<file path="config.mk">
export PLATFORM = sky130hd
export DESIGN_NAME = imem_loader
export DESIGN_NICKNAME = d
export VERILOG_FILES = /design/src/rtl/imem_loader.sv
export SDC_FILE = /design/constraint.sdc
export NUM_CORES = 1
export LEC_CHECK = 0
export BUFFER_PORTS_ARGS = -buffer_cell sky130_fd_sc_hd__buf_4
export CAP_MARGIN = 30
export CELL_PAD_IN_SITES_DETAIL_PLACEMENT = 1
export CELL_PAD_IN_SITES_GLOBAL_PLACEMENT = 1
export CORE_ASPECT_RATIO = 0.9
export CORE_MARGIN = 2
export CORE_UTILIZATION = 48
export DETAILED_ROUTE_END_ITERATION = 6
export HOLD_SLACK_MARGIN = 0.08
export PLACE_DENSITY_LB_ADDON = 0.1
export SLEW_MARGIN = 5
export SYNTH_ARGS = -nofsm -noshare
export SYNTH_HDL_FRONTEND = slang
export SYNTH_SLANG_ARGS = --single-unit
</file>
<file path="constraint.sdc">
create_clock -name clk -period 10.1 [get_ports clk]
set_input_delay 2.525 -clock clk [delete_from_list [all_inputs] [get_ports clk]]
set_output_delay 2.525 -clock clk [all_outputs]
set_load 0.01 [all_outputs]
</file>
<file path="src/rtl/imem_loader.sv">
// imem_loader
//
// Boot-time program loader for the instruction memory. It takes a
// length-prefixed byte stream and writes the words to memory, then releases the CPU.
//
// Stream format:
//   - 16-bit word count N, low byte first.
//   - N words, each sent as 4 bytes, least significant byte first.
//   - Optionally, one checksum byte.
// Words are written to word addresses 0..N-1. The CPU is held in reset until a
// load completes successfully.
//
// Optional feature macro: IMEM_LOADER_CHECKSUM_EN
//   When this macro is defined, one extra byte follows the data. That byte must
//   equal the XOR of all data bytes (0x00 when N = 0). A mismatch ends the load
//   in the error state, and the CPU stays held.
//
// Ports:
//   clk           system clock, rising edge
//   reset         asynchronous, active-high reset
//   i_start       single-cycle load request (honoured in IDLE/DONE/ERROR)
//   i_byte_valid  byte source has a byte
//   i_byte        stream byte
//   o_byte_ready  loader accepts a byte this cycle
//   o_imem_we     instruction-memory write strobe (one cycle per word)
//   o_imem_addr   instruction-memory word address
//   o_imem_wdata  instruction-memory write data
//   o_cpu_hold    CPU reset; high while no successful load has finished
//   o_done        last load succeeded
//   o_error       last load failed
module imem_loader #(
  parameter int ADDR_WIDTH = 8
) (
  input  logic                  clk,
  input  logic                  reset,
  input  logic                  i_start,
  input  logic                  i_byte_valid,
  input  logic [7:0]            i_byte,
  output logic                  o_byte_ready,
  output logic                  o_imem_we,
  output logic [ADDR_WIDTH-1:0] o_imem_addr,
  output logic [31:0]           o_imem_wdata,
  output logic                  o_cpu_hold,
  output logic                  o_done,
  output logic                  o_error
);

  // DRAIN adds the cycle between the final write strobe and the CPU release.
  typedef enum logic [2:0] {
    S_IDLE   = 3'd0,
    S_LEN_LO = 3'd1,
    S_LEN_HI = 3'd2,
    S_DATA   = 3'd3,
    S_DRAIN  = 3'd4,
    S_DONE   = 3'd5,
    S_ERROR  = 3'd6
`ifdef IMEM_LOADER_CHECKSUM_EN
    ,
    S_CHK    = 3'd7
`endif
  } state_t;

  localparam logic [16:0]         DEPTH   = 17'd1 << ADDR_WIDTH;
  localparam logic [ADDR_WIDTH:0] IDX_ONE = {{ADDR_WIDTH{1'b0}}, 1'b1};

  state_t                state_q;
  logic [7:0]            len_lo_q;
  logic [ADDR_WIDTH:0]   len_q;
  // One bit wider than the address, so that N = 2^ADDR_WIDTH does not wrap.
  logic [ADDR_WIDTH:0]   idx_q;
  logic [1:0]            bcnt_q;
  // First three bytes of the current word; the newest byte enters at the top.
  logic [23:0]           shift_q;
  logic                  ready_q;
  logic                  we_q;
  logic [ADDR_WIDTH-1:0] addr_q;
  logic [31:0]           wdata_q;
  logic                  hold_q;
  logic                  done_q;
  logic                  error_q;
`ifdef IMEM_LOADER_CHECKSUM_EN
  logic [7:0]            chk_q;
  logic [7:0]            chk_d;
`endif

  logic                  accept;
  logic [16:0]           len_ext;
  logic [ADDR_WIDTH:0]   idx_d;
  logic [31:0]           word_d;
  logic                  last_word;

  assign accept    = i_byte_valid && ready_q;
  assign len_ext   = {1'b0, i_byte, len_lo_q};
  assign idx_d     = idx_q + IDX_ONE;
  assign word_d    = {i_byte, shift_q};
  assign last_word = (idx_d == len_q);
`ifdef IMEM_LOADER_CHECKSUM_EN
  assign chk_d     = chk_q ^ i_byte;
`endif

  always_ff @(posedge clk or posedge reset) begin
    if (reset) begin
      state_q  <= S_IDLE;
      len_lo_q <= '0;
      len_q    <= '0;
      idx_q    <= '0;
      bcnt_q   <= '0;
      shift_q  <= '0;
      ready_q  <= 1'b0;
      we_q     <= 1'b0;
      addr_q   <= '0;
      wdata_q  <= '0;
      hold_q   <= 1'b1;
      done_q   <= 1'b0;
      error_q  <= 1'b0;
`ifdef IMEM_LOADER_CHECKSUM_EN
      chk_q    <= '0;
`endif
    end else begin
      we_q <= 1'b0;
      case (state_q)
        S_IDLE, S_DONE, S_ERROR: begin
          if (state_q == S_DONE) begin
            done_q <= 1'b1;
            hold_q <= 1'b0;
          end
          if (state_q == S_ERROR) begin
            error_q <= 1'b1;
            hold_q  <= 1'b1;
          end
          // A restart overrides the status updates above.
          if (i_start) begin
            state_q <= S_LEN_LO;
            ready_q <= 1'b1;
            done_q  <= 1'b0;
            error_q <= 1'b0;
            hold_q  <= 1'b1;
            idx_q   <= '0;
            bcnt_q  <= '0;
`ifdef IMEM_LOADER_CHECKSUM_EN
            chk_q   <= '0;
`endif
          end
        end

        S_LEN_LO: begin
          if (accept) begin
            len_lo_q <= i_byte;
            state_q  <= S_LEN_HI;
          end
        end

        S_LEN_HI: begin
          if (accept) begin
            len_q <= len_ext[ADDR_WIDTH:0];
            if (len_ext > DEPTH) begin
              state_q <= S_ERROR;
              ready_q <= 1'b0;
            end else if (len_ext == 17'd0) begin
`ifdef IMEM_LOADER_CHECKSUM_EN
              state_q <= S_CHK;
`else
              state_q <= S_DRAIN;
              ready_q <= 1'b0;
`endif
            end else begin
              state_q <= S_DATA;
            end
          end
        end

        S_DATA: begin
          if (accept) begin
`ifdef IMEM_LOADER_CHECKSUM_EN
            chk_q  <= chk_d;
`endif
            bcnt_q <= bcnt_q + 2'd1;
            if (bcnt_q == 2'd3) begin
              wdata_q <= word_d;
              addr_q  <= idx_q[ADDR_WIDTH-1:0];
              we_q    <= 1'b1;
              idx_q   <= idx_d;
              if (last_word) begin
`ifdef IMEM_LOADER_CHECKSUM_EN
                state_q <= S_CHK;
`else
                state_q <= S_DRAIN;
                ready_q <= 1'b0;
`endif
              end
            end else begin
              shift_q <= {i_byte, shift_q[23:8]};
            end
          end
        end

`ifdef IMEM_LOADER_CHECKSUM_EN
        S_CHK: begin
          if (accept) begin
            ready_q <= 1'b0;
            state_q <= (i_byte == chk_q) ? S_DRAIN : S_ERROR;
          end
        end
`endif

        S_DRAIN: begin
          state_q <= S_DONE;
        end

        default: begin
          state_q <= S_IDLE;
          ready_q <= 1'b0;
        end
      endcase
    end
  end

  assign o_byte_ready = ready_q;
  assign o_imem_we    = we_q;
  assign o_imem_addr  = addr_q;
  assign o_imem_wdata = wdata_q;
  assign o_cpu_hold   = hold_q;
  assign o_done       = done_q;
  assign o_error      = error_q;

endmodule

</file>
==> results of run 1 <==
## kinds of logic after synthesis
family / Yosys count
adders and majority gates: 3
and+or+nand+nor: 185
AOI/OAI and AO/OA: 51
DFF: 100
muxes: 41
xor gates and xnor gates: 11
buffers and inverters: 27
## critical path, cell delays in order
cell     delay, ns
buf_4         0.12
nand4_1       0.08
buf_4         0.47
inv_2         0.46
nor2_1        0.56
o21ai_0       0.18
o41ai_1       0.09
## placed cells by master, fill, tap and decap left out, drive strengths merged, types with 2 or more instances in the layout
master	Yosys	routed
a21oi	6	6
a311oi	2	2
o211ai	2	2
ha	2	2
mux2	41	41
a21boi	2	2
nand3	8	8
a22o	2	2
xnor2	9	9
o31ai	3	3
o21ai	16	16
nor4	5	5
nor2	18	18
o22ai	3	3
and2	2	2
xor2	2	2
o41ai	2	2
inv	9	10
or4	2	2
clkbuf	7	10
nand2b	3	3
and3	3	3
bufinv	0	3
buf	11	60
a31oi	4	4
and3b	2	2
dfrtp	99	99
nand2	132	132
nor3	7	7
nand4	2	2
## final timing paths
path	slack (ns)	to
max in group asynchronous	7.09	o_cpu_hold
worst max-delay path	5.83	idx_q[7]
worst max register to register	7.08	idx_q[7]
min in group asynchronous	2.14	idx_q[8]
worst min register to register	0.48	o_cpu_hold
worst min-delay path	0.48	o_cpu_hold
## power by group through the flow
stage               clock network (W)  registers, W  logic, W
CTS                          0.000311      0.000596  0.000261
floorplan                           0      0.000554  0.000216
global placement                    0      0.000593  0.000243
global route                 0.000326      0.000613  0.000291
finish                       0.000303      0.000597  0.000262
detailed placement                  0      0.000603  0.000260
## registers in the layout, indices dropped and copies added (netlist names)
signal,flops
bcnt_q,2
idx_q,9
len_lo_q,8
len_q,9
o_byte_ready,1
o_cpu_hold,1
o_done,1
o_error,1
o_imem_addr,8
o_imem_wdata,32
o_imem_we,1
shift_q,24
state_q,3
## stage by stage
step | setup WS, ns | util [%] | instances
floorplan | 4.96 | - | 418
global placement | 5.52 | 55.9 | 578
detailed placement | 5.43 | 55.9 | 578
CTS | 5.82 | 58.7 | 594
global route | 5.62 | 59.0 | 595
finish | 5.83 | 59.0 | 595
## cell type report
type                    count  area, µm²  share of cell area, %
well taps                 119        149                   2.90
flip-flops and latches    100       2500                   48.8
inverters                   9       36.3                  0.708
clock inverters             6        111                   2.17
clock buffers              10        128                   2.49
multi-input cells         291       1730                   33.7
repair buffers             60        470                   9.18
## routing by layer
metal  global-route usage [%]  up-vias  wire length (µm)
met1                     31.5     1629              4950
li1                         -     1517                 -
met3                     4.37       11               353
met2                     37.8       64              4960
met4                     5.18        0                90
met5                        0        -                 0
==> metrics.txt, run 1 <==
status=finished clean; Synth Area in Adders=0.807%; Hold Crit Depth=2; Final Hold Vio Count=0; Crit path arrival time=4.53 ns; complex-gate fraction of the synthesized area=7.75%; postcts setup bufs=0; Die ar.=9820 µm²; Yosys warnings=0; share of layout cells above drive strength 1=26.7%; Crit. End Element=register; Power Total=0.00116 W; initial drt markers=115; Gate power share=22.5%; cells on worst reg2reg path=7; Synth-to-Final Area Change=18.1%; CP required=10.36 ns; DRT Pass-1 Iters=4; Worst Min Path Start=o_cpu_hold; post-synthesis xor/xnor area fraction=2.22%; max-cap viol count=0; Post-synth EDFFs=0; Slew @ Worst Pin=0.866 ns; syn avg cell area=10.4 µm²; reg2reg start=state_q[2]; Final Cell Area=5130 µm²; Critical Path Source=i_byte_valid; Critical Path Fanout Max=53; sequential share of power=51.4%; CTS clock-pin slew for the worst setup and hold paths=0.10 ns; clk root buf=clkbuf_8; fin nets=485; area leader, netlist=dfrtp_1; most common cell in the synthesized netlist=nand2_1; Initial Utilization=50.0%; P_int=0.000802 W; min cycle time layout=4.27 ns; Mapped Cells=418; n_diodes=0; hpwl dp=7.08 mm; vias in the first global route=3442; Worst-Skew Late Latency=0.36 ns; via count=3221; worst ir drop on vdd=0.0985 mV; Max clock buf depth=2; core box area=8690 µm²; PwrDens=227 nW/µm²; clock share of power=26.1%; final-report max-slew violation count=0; Post-Synth Simple-Gate Area=18.4%; CTS H-Tree Depth=3; period utilisation layout=42.3%; HP Class=register to register; DR vias/cell=5.41; RSZ-0062 raised after global routing=no; GRT Residual Overflow=0; synth top area cells=dfrtp_1 (57%), nand2_1 (11%), mux2_2 (11%); die width=104 µm; CTS tree=yes; Mapped Nets=432; Area after DPL=4860 µm²; final setup vio count=0; Distinct cells, synth=46; share of the synthesized area in the top cell type=57.1%; Net Sw Frac=31.0%; Primary FF master, synth=dfrtp_1; WL final=10.4 mm; Post-Syn Area=4340 µm²; Avg WL per Cell=17.4 µm; WS Path Type=primary input to register; Worst Setup Start Kind=primary input; Die H=94.2 µm; hold-fix buffers at CTS=0; post-route ant nets=0; Layout Skew=0.0127 ns; Yosys reg bits=100; num rows=32; initial antenna violation count=0; Leak=2.55 nW; post-synthesis mux area share=10.6%; PortBufs=56; global-route wire length before repair=17.8 mm; largest net degree at the start of global routing=74; most common library cells after synthesis=nand2_1 (132), dfrtp_1 (99), mux2_2 (41); ys async rst share=100%; Resized Gates After CTS=0; largest family of logic cells by synthesized area=simple AND/OR/NAND/NOR gates; # clock sinks=100; proportion of synthesized chip area in sequential cells=57.7%; Max Clk Rate=234 MHz; worst relative slew slack=41.9%; GRT Util Overall=22.8%; fill count=970; Sw Pwr=0.000359 W; Hold Worst Slack=0.477 ns; total CTS buffers=9; io pins=57; Sum Neg Setup Slack=0 ns; DRC Markers=0; RD Place Congestion=0.814
Power figures use the tool's default switching activity.
==> inputs of run 2 (changes only) <==
Settings changed: CORE_UTILIZATION 48 to 40.
Clock period 10.1 ns to 3.8 ns, I/O delays scaled along.
==> metrics.txt, run 2 (same netlist as run 1, synthesis figures left out) <==
vias in the first global route=3297 (was 3442); PortBufs=56 (unchanged); hpwl dp=7.16 mm (was 7.08 mm); Worst-Skew Late Latency=0.34 ns (was 0.36 ns); Sw Pwr=0.000968 W (was 0.000359 W); final core utilization=48.8% (was 59.0%); worst ir drop on vdd=0.331 mV (was 0.0985 mV); Crit path arrival time=2.64 ns (was 4.53 ns); global-route wire length before repair=17.1 mm (was 17.8 mm); Layout Skew=0.00708 ns (was 0.0127 ns); Cell Count Post-Placement=596 (was 578); Crit. End Element=register (unchanged); n_diodes=0 (unchanged); max-cap viol count=0 (unchanged); PwrDens=614 nW/µm² (was 227 nW/µm²); total CTS buffers=9 (unchanged); M3 GR Usage=4.00% (was 4.37%); CP required=4.04 ns (was 10.36 ns); DRC Markers=0 (unchanged); fill count=1194 (was 970); post-route ant nets=0 (unchanged); Critical Path Fanout Max=4 (was 53); clock share of power=29.4% (was 26.1%); Leak=2.59 nW (was 2.55 nW); largest net degree at the start of global routing=53 (was 74); WS Path Type=primary input to register (unchanged); clk root buf=clkbuf_16 (was clkbuf_8); Gate power share=21.3% (was 22.5%); P_int=0.00225 W (was 0.000802 W); Avg WL per Cell=16.9 µm (was 17.4 µm); cells on worst reg2reg path=6 (was 7); Hold Crit Depth=2 (unchanged); Synth-to-Final Area Change=20.5% (was 18.1%); fin nets=488 (was 485); postcts setup bufs=0 (unchanged); Hold EP=o_imem_wdata[6] (was o_cpu_hold); DR vias/cell=5.27 (was 5.41); GRT Util Overall=18.9% (was 22.8%); initial drt markers=115 (unchanged); Max clock buf depth=2 (unchanged); min cycle time layout=2.40 ns; num rows=36 (was 32); flop2flop setup slack=1.55 ns (was 7.08 ns); final std cells w/o fill=612 (was 595); final setup vio count=0 (unchanged); CTS H-Tree Depth=3 (unchanged); Largest register FFs=32 (unchanged); GRT Residual Overflow=0 (unchanged); Critical Path Source=i_byte[3] (was i_byte_valid); met2 Usage GRT=30.5% (was 37.8%); DRT Pass-1 Iters=4 (unchanged); worst relative slew slack=48.5% (was 41.9%); global route hottest layer=met2 (unchanged); reg2reg start=state_q[2] (unchanged); Slew @ Worst Pin=0.765 ns (was 0.866 ns); Area after DPL=4920 µm² (was 4860 µm²); initial antenna violation count=0 (unchanged); Die H=103 µm (was 94.2 µm); via count=3223 (was 3221); HP Class=register to register (unchanged); RSZ-0062 raised after global routing=no (unchanged); worst reg2reg endpoint=idx_q[3] (was idx_q[7]); CTS clock-pin slew for the worst setup and hold paths=0.07 ns (was 0.10 ns); met1 Track Usage GR=26.4% (was 31.5%); Resized Gates After CTS=0 (unchanged); status=finished clean (unchanged); die width=114 µm (was 104 µm); hold-fix buffers at CTS=0 (unchanged); period utilisation layout=63.3%; Sum Neg Setup Slack=0 ns (unchanged); pre-CTS setup slack=1.04 ns (was 5.43 ns); Max Clk Rate=416 MHz; # clock sinks=100 (unchanged); most frequent cells in the layout=nand2_1 (132), dfrtp_1 (99), buf_4 (62) (was nand2_1 (132), dfrtp_1 (99), buf_4 (59)); share of layout cells above drive strength 1=27.3% (was 26.7%); Final Cell Area=5230 µm² (was 5130 µm²); core box area=10700 µm² (was 8690 µm²); final-report max-slew violation count=0 (unchanged); Net Sw Frac=30.1% (was 31.0%); commonest non-fill, non-tap cell in the layout=nand2_1 (unchanged); WL final=10.3 mm (was 10.4 mm); Worst Min Path Start=shift_q[6] (was o_cpu_hold); Setup WS post-layout=1.40 ns (was 5.83 ns); CTS tree=yes (unchanged); Final Hold Vio Count=0 (unchanged); Worst Setup Start Kind=primary input (unchanged); sequential share of power=49.3% (was 51.4%); io pins=57 (unchanged); Die ar.=11700 µm² (was 9820 µm²); RD Place Congestion=0.802 (was 0.814); Initial Utilization=40.5% (was 50.0%)
[run 2: metal layers]
layer | routed length [µm] | vias up
met5 | 0 | -
met4 | 102 | 0
met3 | 287 | 7
met2 | 4840 | 48
met1 | 5090 | 1635
li1 | - | 1533
[run 2: metrics by stage]
| stage | power (W) | hold slack [ns] |
|---|---|---|
| global placement | 0.00225 | 0.453 |
| CTS | 0.00325 | 0.471 |
| detailed placement | 0.00230 | 0.454 |
| finish | 0.00321 | 0.465 |
| global route | 0.00342 | 0.495 |
| floorplan | 0.00205 | 0.435 |
[run 2: power by group through the flow]
stage / sequential, W / combinational (W) / clock (W)
after floorplan: 0.00147 / 0.000575 / 0
final: 0.00158 / 0.000685 / 0.000945
after global placement: 0.00159 / 0.000662 / 0
after CTS: 0.00158 / 0.000697 / 0.000974
after global routing: 0.00163 / 0.000771 / 0.00102
after detailed placement: 0.00160 / 0.000694 / 0
[run 2: worst max path at each step]
| stage | end | slack (ns) | depth (start not counted) |
|---|---|---|---|
| finish | state_q[2] | 1.40 | 6 |
| CTS | state_q[2] | 1.40 | 6 |
| global route | o_byte_ready | 1.28 | 6 |
| floorplan | bcnt_q[0] | 0.23 | 1 |
| global placement | state_q[2] | 1.07 | 6 |
| detailed placement | state_q[2] | 1.04 | 6 |
[run 2: layout make-up]
type / instances / area (µm²) / area share, %
clock buffers: 11 / 253 / 4.83
multi-input cells: 291 / 1730 / 33.0
clock inverters: 5 / 58.8 / 1.12
inverters: 9 / 36.3 / 0.693
well taps: 133 / 166 / 3.18
flip-flops and latches: 100 / 2500 / 47.8
repair buffers: 63 / 485 / 9.28
[run 2: critical path, cell delays in order]
cell    delay, ns
buf_4        0.12
or4_4        0.53
or4_4        0.45
nor4_2       0.26
nor3_1       0.09
a22o_1       0.23
